$ cat config.mk
export PLATFORM = sky130hd
export DESIGN_NAME = uart_tx_arb
export DESIGN_NICKNAME = d
export VERILOG_FILES = /design/src/rtl/uart_tx_arb.sv
export SDC_FILE = /design/constraint.sdc
export NUM_CORES = 1
export LEC_CHECK = 0
export CORE_UTILIZATION = 37
export CTS_CLUSTER_DIAMETER = 80
export DETAILED_ROUTE_END_ITERATION = 6
export MAX_ROUTING_LAYER = met4
export PLACE_DENSITY = 0.76
export SLEW_MARGIN = 20
export SYNTH_ARGS = -nofsm -noshare
export SYNTH_HDL_FRONTEND = slang
export SYNTH_SLANG_ARGS = --single-unit
$ cat constraint.sdc
create_clock -name clk -period 1.8 [get_ports clk]
set_clock_uncertainty 0.1 [all_clocks]
set_input_delay 0.45 -clock clk [delete_from_list [all_inputs] [get_ports clk]]
set_output_delay 0.45 -clock clk [all_outputs]
set_load 0.01 [all_outputs]
$ cat src/rtl/uart_tx_arb.sv
// Round-robin arbiter with message lock that shares one UART transmitter among NUM_REQ byte streams.
// Grant is registered, so the first beat follows req_valid by one cycle; beats then pass through combinationally under tx_ready.
module uart_tx_arb #(
  parameter int NUM_REQ      = 4,
  parameter int DATA_WIDTH   = 8,
  parameter int IDLE_TIMEOUT = 1024
) (
  input  logic                          clk,
  input  logic                          rstn,
  input  logic [NUM_REQ-1:0]            req_valid,
  input  logic [NUM_REQ*DATA_WIDTH-1:0] req_data,
  input  logic [NUM_REQ-1:0]            req_last,
  output logic [NUM_REQ-1:0]            req_ready,
  output logic                          tx_valid,
  output logic [DATA_WIDTH-1:0]         tx_data,
  input  logic                          tx_ready,
  output logic [$clog2(NUM_REQ)-1:0]    grant_id,
  output logic                          busy,
  output logic                          timeout_pulse
);

  localparam int IW = $clog2(NUM_REQ);
  localparam int CW = $clog2(IDLE_TIMEOUT);
  localparam logic [CW-1:0] IDLE_LIM = CW'(IDLE_TIMEOUT - 1);
  localparam logic [IW-1:0] LAST_IDX = IW'(NUM_REQ - 1);

  typedef enum logic {ARB, OWN} state_t;

  state_t          state;
  logic [IW-1:0]   owner;
  logic [IW-1:0]   last_grant;
  logic [CW-1:0]   idle_cnt;

  logic            own_vld;
  logic            own_last;
  logic            xfer;
  logic            pick_vld;
  logic [IW-1:0]   pick_idx;
  logic [IW-1:0]   cand;

  // Owner mux: the owner's beat is forwarded with no register stage.
  always_comb begin
    own_vld   = 1'b0;
    own_last  = 1'b0;
    tx_data   = '0;
    req_ready = '0;
    for (int i = 0; i < NUM_REQ; i++) begin
      if (owner == IW'(i)) begin
        own_vld  = req_valid[i];
        own_last = req_last[i];
        tx_data  = req_data[i*DATA_WIDTH +: DATA_WIDTH];
      end
      req_ready[i] = (state == OWN) && (owner == IW'(i)) && tx_ready;
    end
    tx_valid = (state == OWN) && own_vld;
    xfer     = tx_valid && tx_ready;
  end

  // First valid requester searching upward from last_grant+1, wrapping at NUM_REQ.
  always_comb begin
    pick_vld = 1'b0;
    pick_idx = '0;
    cand     = '0;
    for (int k = 1; k <= NUM_REQ; k++) begin
      cand = IW'((int'(last_grant) + k) % NUM_REQ);
      if (!pick_vld && req_valid[cand]) begin
        pick_vld = 1'b1;
        pick_idx = cand;
      end
    end
  end

  always_ff @(posedge clk) begin
    if (!rstn) begin
      state         <= ARB;
      owner         <= '0;
      last_grant    <= LAST_IDX;
      idle_cnt      <= '0;
      grant_id      <= '0;
      busy          <= 1'b0;
      timeout_pulse <= 1'b0;
    end else begin
      timeout_pulse <= 1'b0;
      case (state)
        ARB: begin
          if (pick_vld) begin
            state    <= OWN;
            owner    <= pick_idx;
            grant_id <= pick_idx;
            busy     <= 1'b1;
            idle_cnt <= '0;
          end
        end
        OWN: begin
          if (xfer) begin
            idle_cnt <= '0;
            if (own_last) begin
              state      <= ARB;
              last_grant <= owner;
              grant_id   <= '0;
              busy       <= 1'b0;
            end
          end else if (!own_vld) begin
            // An owner that stalls mid-message is evicted so others are not starved.
            if (idle_cnt == IDLE_LIM) begin
              state         <= ARB;
              last_grant    <= owner;
              grant_id      <= '0;
              busy          <= 1'b0;
              timeout_pulse <= 1'b1;
            end else begin
              idle_cnt <= idle_cnt + 1'b1;
            end
          end
        end
        default: state <= ARB;
      endcase
    end
  end

endmodule
==> results of run 1 <==
## flip-flops by register name, summed over array words and instances (netlist names)
signal	count
busy	1
grant_id	2
idle_cnt	10
last_grant	2
owner	2
state	1
timeout_pulse	1
## worst max-delay path, stage by stage
cell and delay (ns):
clkdlybuf4s50_1 0.45, mux4_2 0.50, buf_6 0.14
## cells in the mapped netlist (all sizes together)
cell type | number | area [sq um]
or2 | 2 | 12.51
nor3 | 4 | 20.02
o21a | 2 | 16.27
nor4 | 2 | 18.77
mux2i | 5 | 50.05
a21oi | 13 | 65.06
nand2 | 12 | 45.04
o31ai | 3 | 22.52
nor2 | 7 | 26.28
o2bb2ai | 1 | 8.760
o22ai | 2 | 12.51
a21o | 1 | 7.510
and3 | 1 | 6.260
nand3b | 1 | 7.510
o21ai | 11 | 55.05
buf | 4 | 31.27
inv | 4 | 15.01
and4 | 1 | 8.760
nor3b | 4 | 30.03
ha | 1 | 12.51
clkbuf | 3 | 11.26
nand4 | 4 | 25.02
dfxtp | 19 | 380.4
or4 | 3 | 22.52
a211oi | 1 | 7.510
mux4 | 10 | 225.2
a31oi | 1 | 6.260
or3 | 2 | 12.51
nand3 | 6 | 30.03
o21bai | 1 | 7.510
nand2b | 4 | 25.02
o311ai | 2 | 17.52
and2 | 2 | 12.51
o221ai | 1 | 15.01
a22oi | 1 | 7.510
## what timing repair did
item / CTS / global route
buffers inserted: 6 / 1
hold endpoints to repair: 0 / 0
hold buffers: 0 / 0
setup endpoints to repair: 32 / 34
gates cloned: 1 / 0
resized for setup: 109 / 23
pin swaps: 12 / 4
## final cells by class
class                           instances  area, sq um
Timing Repair Buffer                   92        854.6
Inverter                                4        17.52
Multi-Input combinational cell        112         1008
Clock buffer                            4        26.28
Sequential cell                        19        391.6
Tap cell                               44        55.05
Fill cell                             219        799.5
## power breakdown
group          switching [mW]  leakage (nW)  total [mW]  internal (mW)
sequential             0.0218         0.156       0.457          0.435
clock                   0.128        0.0150       0.214         0.0861
combinational           0.228         0.744       0.526          0.297
total                   0.378         0.916        1.20          0.819
## routing by layer
| layer | vias to the layer above | GRT usage, % |
|---|---|---|
| met4 | 0 | 8.442 |
| met3 | 20 | 5.330 |
| met5 | - | - |
| li1 | 730 | - |
| met2 | 93 | 49.45 |
| met1 | 812 | 31.37 |
## cells by family (layout without fill, tap and decap cells)
group | count (synthesis) | after routing
fa+ha+maj | 1 | 1
buf+inv | 11 | 100
compound gates | 40 | 41
simple gates | 55 | 55
flops | 19 | 19
mux | 15 | 15
## through the flow
| step | setup slack [ns] | util, % | area [sq um] |
|---|---|---|---|
| final | -0.2963 | 74.64 | 2354 |
| after global routing | -0.3595 | 74.64 | 2354 |
| after CTS | -0.2806 | 72.74 | 2293 |
| after detailed placement | -0.8103 | 66.55 | 2098 |
| after global placement | -0.7997 | 66.55 | 2098 |
| after floorplan | -0.002770 | - | 1295 |
## how the worst min path moves through the flow
stage	from	slack, ns	to	cells past startpoint
floorplan	idle_cnt[8]	0.35	idle_cnt[8]	2
global placement	idle_cnt[8]	0.36	idle_cnt[8]	2
detailed placement	busy	0.38	busy	2
CTS	busy	0.37	busy	2
global route	busy	0.40	busy	2
finish	busy	0.37	busy	2
==> run metrics, run 1 <==
cell leakage power slightly above 0.9 nW; Non-Filler Instances between 200 and 300; clock edge transition at the registers on the reported setup and hold paths between 0.1 and 0.15 ns; die height between 60 and 70 um; largest net degree at the start of global routing 13; relative max-transition margin a little under three quarters; multiplexer fraction of the synthesized cell area 21.55%; iteration-0 DRC count of the detailed router about 160; CTS tree yes; #FFs+latches synth 19; simple-gate share of the synthesized area between 20% and 30%; Routability Congestion approximately 0.81; via count around 1,700; most common library cell in the layout ignoring fill and taps clkdlybuf4s50_1; CTS Sinks 19; share of layout cells above drive strength 1 between 30 and 40%; Final setup violation count 28; result of the run finished with violations; first-pass GRT wire length approximately 7400 um; Mapped Avg Cell Area 9.060 sq um; total negative slack for setup checks -4.539 ns; worst reg2reg path endpoint grant_id[0]; source of the worst register-to-register timing path owner[0]; Detail Route met2 WL 2950 um; Antenna Nets Post-Route 0; post-synthesis sequential area ratio just under 30%; core outline area around 0.0032 sq mm; type of the setup path with the least slack in2out; achievable frequency 477.0 MHz; number of antenna violations at the first check in global routing 0; number of antenna diodes 0; Synth warnings 0; via-per-instance ratio 6.018; Data arrival, critical path 1.55 ns; startpoint types primary input; Wirelength per Cell approximately 21 um; peak supply drop between 0.0004 and 0.0005 V; cell area after synthesis 0.001277 sq mm; final clock period utilization by the worst path 116.5%; syn_nets between 150 and 200; total chip power around 1.2 mW; endpoint type of the worst setup path output pin; Post-Route M1 WL about 2200 um; Hold Path Class reg2reg; arithmetic-cell share of the synthesized area counting full adders, half adders and majority gates less than 1%; number of I/O port buffers 59; Chip Width 60.76 um; CP endpoint tx_data[0]; Required @ worst endpoint 1.25 ns; clock root buffer clkbuf_4; main combinational cell family by area after synthesis simple AND/OR/NAND/NOR gates; Min Hold Slack around 0.37 ns; critical path launch point req_data[0]; FF-to-FF path depth 7; total power density per cell area between 500 and 600 mW/mm^2; Compound-Gate Fraction of Synth Area roughly a fifth; Setup WS post-layout -0.2963 ns; critical path fanouts, max 1; DR DRC count 0; total congestion overflow 0; FP Rows 20; synthesized instance count ~140; CTS HTree Levels 1; number of placed instances, taps included 265; Max clock buf depth 2; number of global-route vias before repair 1,579; effective utilization at floorplan between 40 and 50%; commonest non-fill, non-tap cells in the layout clkdlybuf4s50_1 (33), buf_4 (26), dfxtp_1 (16); RSZ-0062 raised after global routing true; max cap viols 0; slack of the worst reg-to-reg path -0.21 ns; worst-skew pair later-pin latency 0.29 ns; number of different library cells in the post-synthesis netlist 40; number of top-level pins 60; area share of xor/xnor cells in the synthesized design 0%; slew at the pin closest to its max-slew limit around 0.43 ns; Hold Violations, Final 0; HPWL after detailed placement 3488 um; synthesis-to-finish area growth 84.23%; Detail Route met3 WL 366 um; number of slew-limit violations in the final report 0; GR Util All Layers around 28%; highest layer used for signal routing met4; Die Area ~0.0037 sq mm; total clock buffers created by CTS 3; count of TritonRoute iterations in the first routing pass 4; final-stage net count 276; failing checks negative setup slack; shortest clock period the worst path allows after layout about 2.1 ns; final wirelength about 5700 um
Power figures use the tool's default switching activity.
==> run 2: changes to the inputs <==
--- a/config.mk
+++ b/config.mk
@@ -10,6 +10,7 @@
 export DETAILED_ROUTE_END_ITERATION = 6
 export MAX_ROUTING_LAYER = met4
 export PLACE_DENSITY = 0.76
+export RECOVER_POWER = 100
 export SLEW_MARGIN = 20
 export SYNTH_ARGS = -nofsm -noshare
 export SYNTH_HDL_FRONTEND = slang
==> run metrics, run 2 (same netlist as run 1, synthesis figures left out) <==
result of the run finished with violations (unchanged); failing checks negative setup slack (unchanged); Antenna Nets Post-Route 0 (unchanged); endpoint type of the worst setup path output pin (unchanged); total negative slack for setup checks -4.494 ns (was -4.539 ns); worst-skew pair later-pin latency 0.29 ns (about the same); clock root buffer clkbuf_4 (unchanged); cell leakage power 0.8694 nW (was 0.9159 nW); clock edge transition at the registers on the reported setup and hold paths 0.11 ns (about the same); Hold Path Class reg2reg (unchanged); most common library cell in the layout ignoring fill and taps clkdlybuf4s50_1 (unchanged); CTS HTree Levels 1 (unchanged); Final setup violation count 29 (was 28); RSZ-0062 raised after global routing true (unchanged); slack of the worst reg-to-reg path -0.22 ns (was -0.21 ns); iteration-0 DRC count of the detailed router 161 (unchanged); register area 391.6 sq um (unchanged); source of the worst register-to-register timing path owner[0] (unchanged); FF-to-FF path depth 7 (unchanged); achievable frequency 477.2 MHz (was 477.0 MHz); Required @ worst endpoint 1.25 ns (about the same); fraction of power consumed by sequential logic 38.3% (was 38.2%); Die Area 0.003692 sq mm (unchanged); Finished Cell Area 0.002344 sq mm (was 0.002354 sq mm); slowest stage cell on the critical path mux4_2 (unchanged); peak per-stage delay on the critical path 0.50 ns (about the same); switching share of power 31.68% (was 31.58%); top cell family by delay on the critical path buffers and inverters (unchanged); core outline area 0.003153 sq mm (unchanged); Area after DPL 0.002098 sq mm (unchanged); effective utilization at floorplan 40.52% (unchanged); count of TritonRoute iterations in the first routing pass 4 (unchanged); total congestion overflow 0 (unchanged); type of the setup path with the least slack in2out (unchanged); synthesis-to-finish area growth 83.45% (was 84.23%); max cap viols 0 (unchanged); series of cell instances along the critical path clkdlybuf4s50_1 -> mux4_2 -> buf_6 (unchanged); clock share of power 18.0% (was 17.9%); Wirelength per Cell 20.87 um (was 20.80 um); DR DRC count 0 (unchanged); via-per-instance ratio 6.033 (was 6.018); number of top-level pins 60 (unchanged); peak supply drop 0.0004596 V (was 0.0004630 V); commonest non-fill, non-tap cells in the layout clkdlybuf4s50_1 (33), buf_4 (25), dfxtp_1 (16) (was clkdlybuf4s50_1 (33), buf_4 (26), dfxtp_1 (16)); critical path fanouts, max 1 (unchanged); CTS tree yes (unchanged); total clock buffers created by CTS 3 (unchanged); largest net degree at the start of global routing 13 (unchanged); portion of total power attributed to combinational logic 43.8% (was 43.9%); via count 1,659 (was 1,655); Hold-fix buffers, CTS 0 (unchanged); Chip Width 60.76 um (unchanged); Setup WS post-layout -0.2955 ns (was -0.2963 ns); Largest register FFs 10 (unchanged); number of antenna violations at the first check in global routing 0 (unchanged); final-stage net count 276 (unchanged); filler cell count 223 (was 219); number of slew-limit violations in the final report 0 (unchanged); Routability Congestion 0.8086 (unchanged); number of I/O port buffers 59 (unchanged); multi-input logic area 0.001008 sq mm (unchanged); number of global-route vias before repair 1,579 (unchanged); slew at the pin closest to its max-slew limit 0.4327 ns (was 0.4281 ns); largest register by flop count idle_cnt (unchanged); final clock period utilization by the worst path 116.4% (was 116.5%); worst reg2reg path endpoint grant_id[0] (unchanged); total chip power 1.196 mW (was 1.197 mW); first-pass GRT wire length 7438 um (unchanged); relative max-transition margin 70.85% (was 71.16%); FP Rows 20 (unchanged); total power density per cell area 510.3 mW/mm^2 (was 508.6 mW/mm^2); number of cells on the worst hold path 2 (unchanged); Data arrival, critical path 1.55 ns (about the same); CTS Sinks 19 (unchanged); GR Util All Layers 27.81% (unchanged); Psw 0.3789 mW (was 0.3780 mW); internal power 0.8170 mW (was 0.8189 mW); share of layout cells above drive strength 1 38.53% (unchanged); number of antenna diodes 0 (unchanged); Min-Delay Startpoint busy (unchanged); Max clock buf depth 2 (unchanged); shortest clock period the worst path allows after layout 2.096 ns (about the same); startpoint types primary input (unchanged); Hold Violations, Final 0 (unchanged); capture endpoint of the worst hold path busy (unchanged); Buffers & Inverters on Critical Path 2 (unchanged); final wirelength 5738 um (was 5721 um); die height 60.76 um (unchanged); HPWL after detailed placement 3488 um (unchanged)
-- run 2: power groups by stage --
| stage | clock (mW) | sequential [mW] | combinational, mW |
|---|---|---|---|
| 6_report | 0.215 | 0.458 | 0.523 |
| 5_1_grt | 0.234 | 0.460 | 0.551 |
| 4_1_cts | 0.217 | 0.454 | 0.478 |
| 3_5_place_dp | 0 | 0.460 | 0.425 |
| 3_3_place_gp | 0 | 0.459 | 0.411 |
| 2_1_floorplan | 0 | 0.459 | 0.182 |
-- run 2: worst min-delay path, cell delays in order (launching register included) --
cell     delay (ns)
dfxtp_1        0.34
o21ai_2        0.06
a21oi_2        0.04
-- run 2: layer usage --
layer / global-route usage (%) / vias up / routed length (um)
li1: - / 732 / -
met1: 31.37 / 812 / 2244
met2: 49.45 / 97 / 2965
met3: 5.330 / 18 / 374
met4: 8.442 / 0 / 153
met5: - / - / 0
-- run 2: area by class of cell --
type	count	area share [%]
Multi-Input combinational cell	112	43.03
Inverter	4	0.7475
Sequential cell	19	16.71
Timing Repair Buffer	92	36.04
Tap cell	44	2.349
Clock buffer	4	1.121
-- run 2: worst max path at each step --
stage / start / end / cells past startpoint
floorplan: owner[0] / idle_cnt[9] / 7
global placement: req_valid[3] / tx_valid / 4
detailed placement: req_valid[3] / tx_valid / 4
CTS: owner[0] / tx_valid / 3
global route: req_data[20] / tx_data[4] / 3
finish: req_data[0] / tx_data[0] / 3
-- run 2: repair_timing --
item / 4_1_cts / 5_1_grt
buffers inserted: 6 / 1
setup endpoints to repair: 32 / 34
gates cloned: 1 / 0
gates resized for setup: 109 / 23
pin swaps: 12 / 4
-- run 2: per-stage QoR --
stage	setup WS (ns)	hold slack (ns)	utilization [%]	instances
2_1_floorplan	-0.002770	0.3517	-	141
3_3_place_gp	-0.7997	0.3601	66.55	265
3_5_place_dp	-0.8103	0.3779	66.55	265
4_1_cts	-0.2806	0.3726	72.74	276
5_1_grt	-0.3595	0.4071	74.33	275
6_report	-0.2955	0.3796	74.33	275
==> run 3: changes to the inputs <==
--- a/config.mk
+++ b/config.mk
@@ -11,7 +11,9 @@
 export MAX_ROUTING_LAYER = met4
 export PLACE_DENSITY = 0.76
 export RECOVER_POWER = 100
+export SKIP_LAST_GASP = 1
 export SLEW_MARGIN = 20
 export SYNTH_ARGS = -nofsm -noshare
 export SYNTH_HDL_FRONTEND = slang
 export SYNTH_SLANG_ARGS = --single-unit
+export TNS_END_PERCENT = 1
==> run metrics, run 3 (same netlist as run 1, synthesis figures left out) <==
number of top-level pins 60 (unchanged); switching share of power 29.97% (was 31.68%); worst-skew pair later-pin latency 0.32 ns (was 0.29 ns); number of global-route vias before repair 1,536 (was 1,579); peak supply drop 0.0003849 V (was 0.0004596 V); Required @ worst endpoint 1.25 ns (about the same); slowest stage cell on the critical path mux4_2 (unchanged); clock share of power 20.9% (was 18.0%); endpoint type of the worst setup path output pin (unchanged); DR DRC count 0 (unchanged); total power density per cell area 515.0 mW/mm^2 (was 510.3 mW/mm^2); shortest clock period the worst path allows after layout 2.161 ns (was 2.096 ns); effective utilization at floorplan 40.52% (unchanged); Hold Violations, Final 0 (unchanged); CTS tree yes (unchanged); clock edge transition at the registers on the reported setup and hold paths 0.11 ns (about the same); via count 1,569 (was 1,659); Max clock buf depth 2 (unchanged); Hold Path Class reg2reg (unchanged); iteration-0 DRC count of the detailed router 47 (was 161); series of cell instances along the critical path buf_6 -> mux4_2 -> and2_4 -> buf_6 (was clkdlybuf4s50_1 -> mux4_2 -> buf_6); largest net degree at the start of global routing 14 (was 13); Antenna Nets Post-Route 0 (unchanged); share of layout cells above drive strength 1 27.39% (was 38.53%); final wirelength 4525 um (was 5738 um); total negative slack for setup checks -5.972 ns (was -4.494 ns); CTS HTree Levels 1 (unchanged); Util after Layout 68.73% (was 74.33%); clock root buffer clkbuf_4 (unchanged); GR Util All Layers 25.31% (was 27.81%); critical path fanouts, max 3 (was 1); type of the setup path with the least slack reg2out (was in2out); final clock period utilization by the worst path 120.0% (was 116.4%); largest register by flop count idle_cnt (unchanged); number of antenna violations at the first check in global routing 0 (unchanged); startpoint types flip-flop (was primary input); Chip Width 60.76 um (unchanged); number of slew-limit violations in the final report 0 (unchanged); HPWL after detailed placement 3545 um (was 3488 um); Final setup violation count 30 (was 29); total congestion overflow 0 (unchanged); internal power 0.7815 mW (was 0.8170 mW); failing checks negative setup slack (unchanged); first-pass GRT wire length 6693 um (was 7438 um); Routability Congestion 0.8053 (was 0.8086); count of TritonRoute iterations in the first routing pass 4 (unchanged); via-per-instance ratio 5.726 (was 6.033); die height 60.76 um (unchanged); Largest register FFs 10 (unchanged); RSZ-0062 raised after global routing true (unchanged); relative max-transition margin 69.12% (was 70.85%); cell leakage power 0.8357 nW (was 0.8694 nW); total clock buffers created by CTS 3 (unchanged); most common library cell in the layout ignoring fill and taps clkdlybuf4s50_1 (unchanged); core outline area 0.003153 sq mm (unchanged); result of the run finished with violations (unchanged); total chip power 1.116 mW (was 1.196 mW); Data arrival, critical path 1.61 ns (was 1.55 ns); achievable frequency 462.8 MHz (was 477.2 MHz); fraction of power consumed by sequential logic 40.5% (was 38.3%); peak per-stage delay on the critical path 0.53 ns (was 0.50 ns); number of antenna diodes 0 (unchanged); max cap viols 0 (unchanged); number of I/O port buffers 59 (unchanged); slew at the pin closest to its max-slew limit 0.4590 ns (was 0.4327 ns); commonest non-fill, non-tap cells in the layout clkdlybuf4s50_1 (41), buf_4 (28), dfxtp_1 (17) (was clkdlybuf4s50_1 (33), buf_4 (25), dfxtp_1 (16)); final-stage net count 275 (was 276); Wirelength per Cell 16.51 um (was 20.87 um); Setup WS post-layout -0.3608 ns (was -0.2955 ns); Psw 0.3345 mW (was 0.3789 mW); FP Rows 20 (unchanged); CTS Sinks 19 (unchanged); portion of total power attributed to combinational logic 38.5% (was 43.8%); most numerous cell on the critical path buf_6; Die Area 0.003692 sq mm (unchanged); synthesis-to-finish area growth 69.64% (was 83.45%)
[run 3: changes by cell type in the layout (fill, tap and decap cells not counted), moves of 3 or more]
cell | before | now
buf_4 | 25 | 28
buf_6 | 14 | 2
clkdlybuf4s25_1 | 3 | 0
clkdlybuf4s50_1 | 33 | 41
nor3_1 | 0 | 4
nor3_2 | 3 | 0
o21ai_0 | 5 | 9
[run 3: power groups by stage]
stage / sequential (mW) / combinational [mW] / clock [mW]
after floorplan: 0.459 / 0.182 / 0
after global routing: 0.454 / 0.461 / 0.248
after global placement: 0.461 / 0.430 / 0
after CTS: 0.452 / 0.429 / 0.230
after detailed placement: 0.462 / 0.439 / 0
final: 0.452 / 0.430 / 0.234
[run 3: cell type report]
type                    instances  area (sq um)
clock buffers                   4         26.28
fillers                       266         985.9
inverters                       4         15.01
multi-input cells             112         865.8
flip-flops and latches         19         385.4
well taps                      44         55.05
repair buffers                 91         819.5
[run 3: final timing paths]
kind | start | endpoint | slack, ns | depth (start not counted)
max | owner[0] | tx_valid | -0.36 | 4
min | busy | busy | 0.39 | 2
max reg2reg | owner[0] | idle_cnt[7] | -0.30 | 7
min reg2reg | busy | busy | 0.39 | 2
[run 3: routing by layer]
metal  GRT usage (%)  share of wire [%]  vias up
met5               -                  0        -
met4           12.99                3.1        0
met3           5.117                 11       15
met2           46.00                 49       84
met1           25.43                 37      741
li1                -                  -      729
[run 3: through the flow]
stage	setup slack (ns)	hold slack [ns]	area, sq um	std cells
6_report	-0.3608	0.3890	2167	274
3_5_place_dp	-0.7657	0.3794	2146	268
5_1_grt	-0.3851	0.4187	2167	274
3_3_place_gp	-0.7585	0.3599	2146	268
4_1_cts	-0.3291	0.3949	2166	273
2_1_floorplan	-0.003637	0.3517	1295	141
[run 3: worst max-delay path: cells and delay by family (launching register included)]
family / cells / cell delay [ns]
flops: 1 / 0.39
mux: 1 / 0.53
simple gates: 1 / 0.16
buf+inv: 2 / 0.21
[run 3: timing repair]
item / in CTS / in global routing
pin swaps: 1 / 1
gates resized for setup: 41 / 7
cloned: 0 / 1
setup endpoints to repair: 32 / 31
hold buffers: 0 / 0
endpoints found under the hold margin: 0 / 0
buffers inserted: 1 / 0
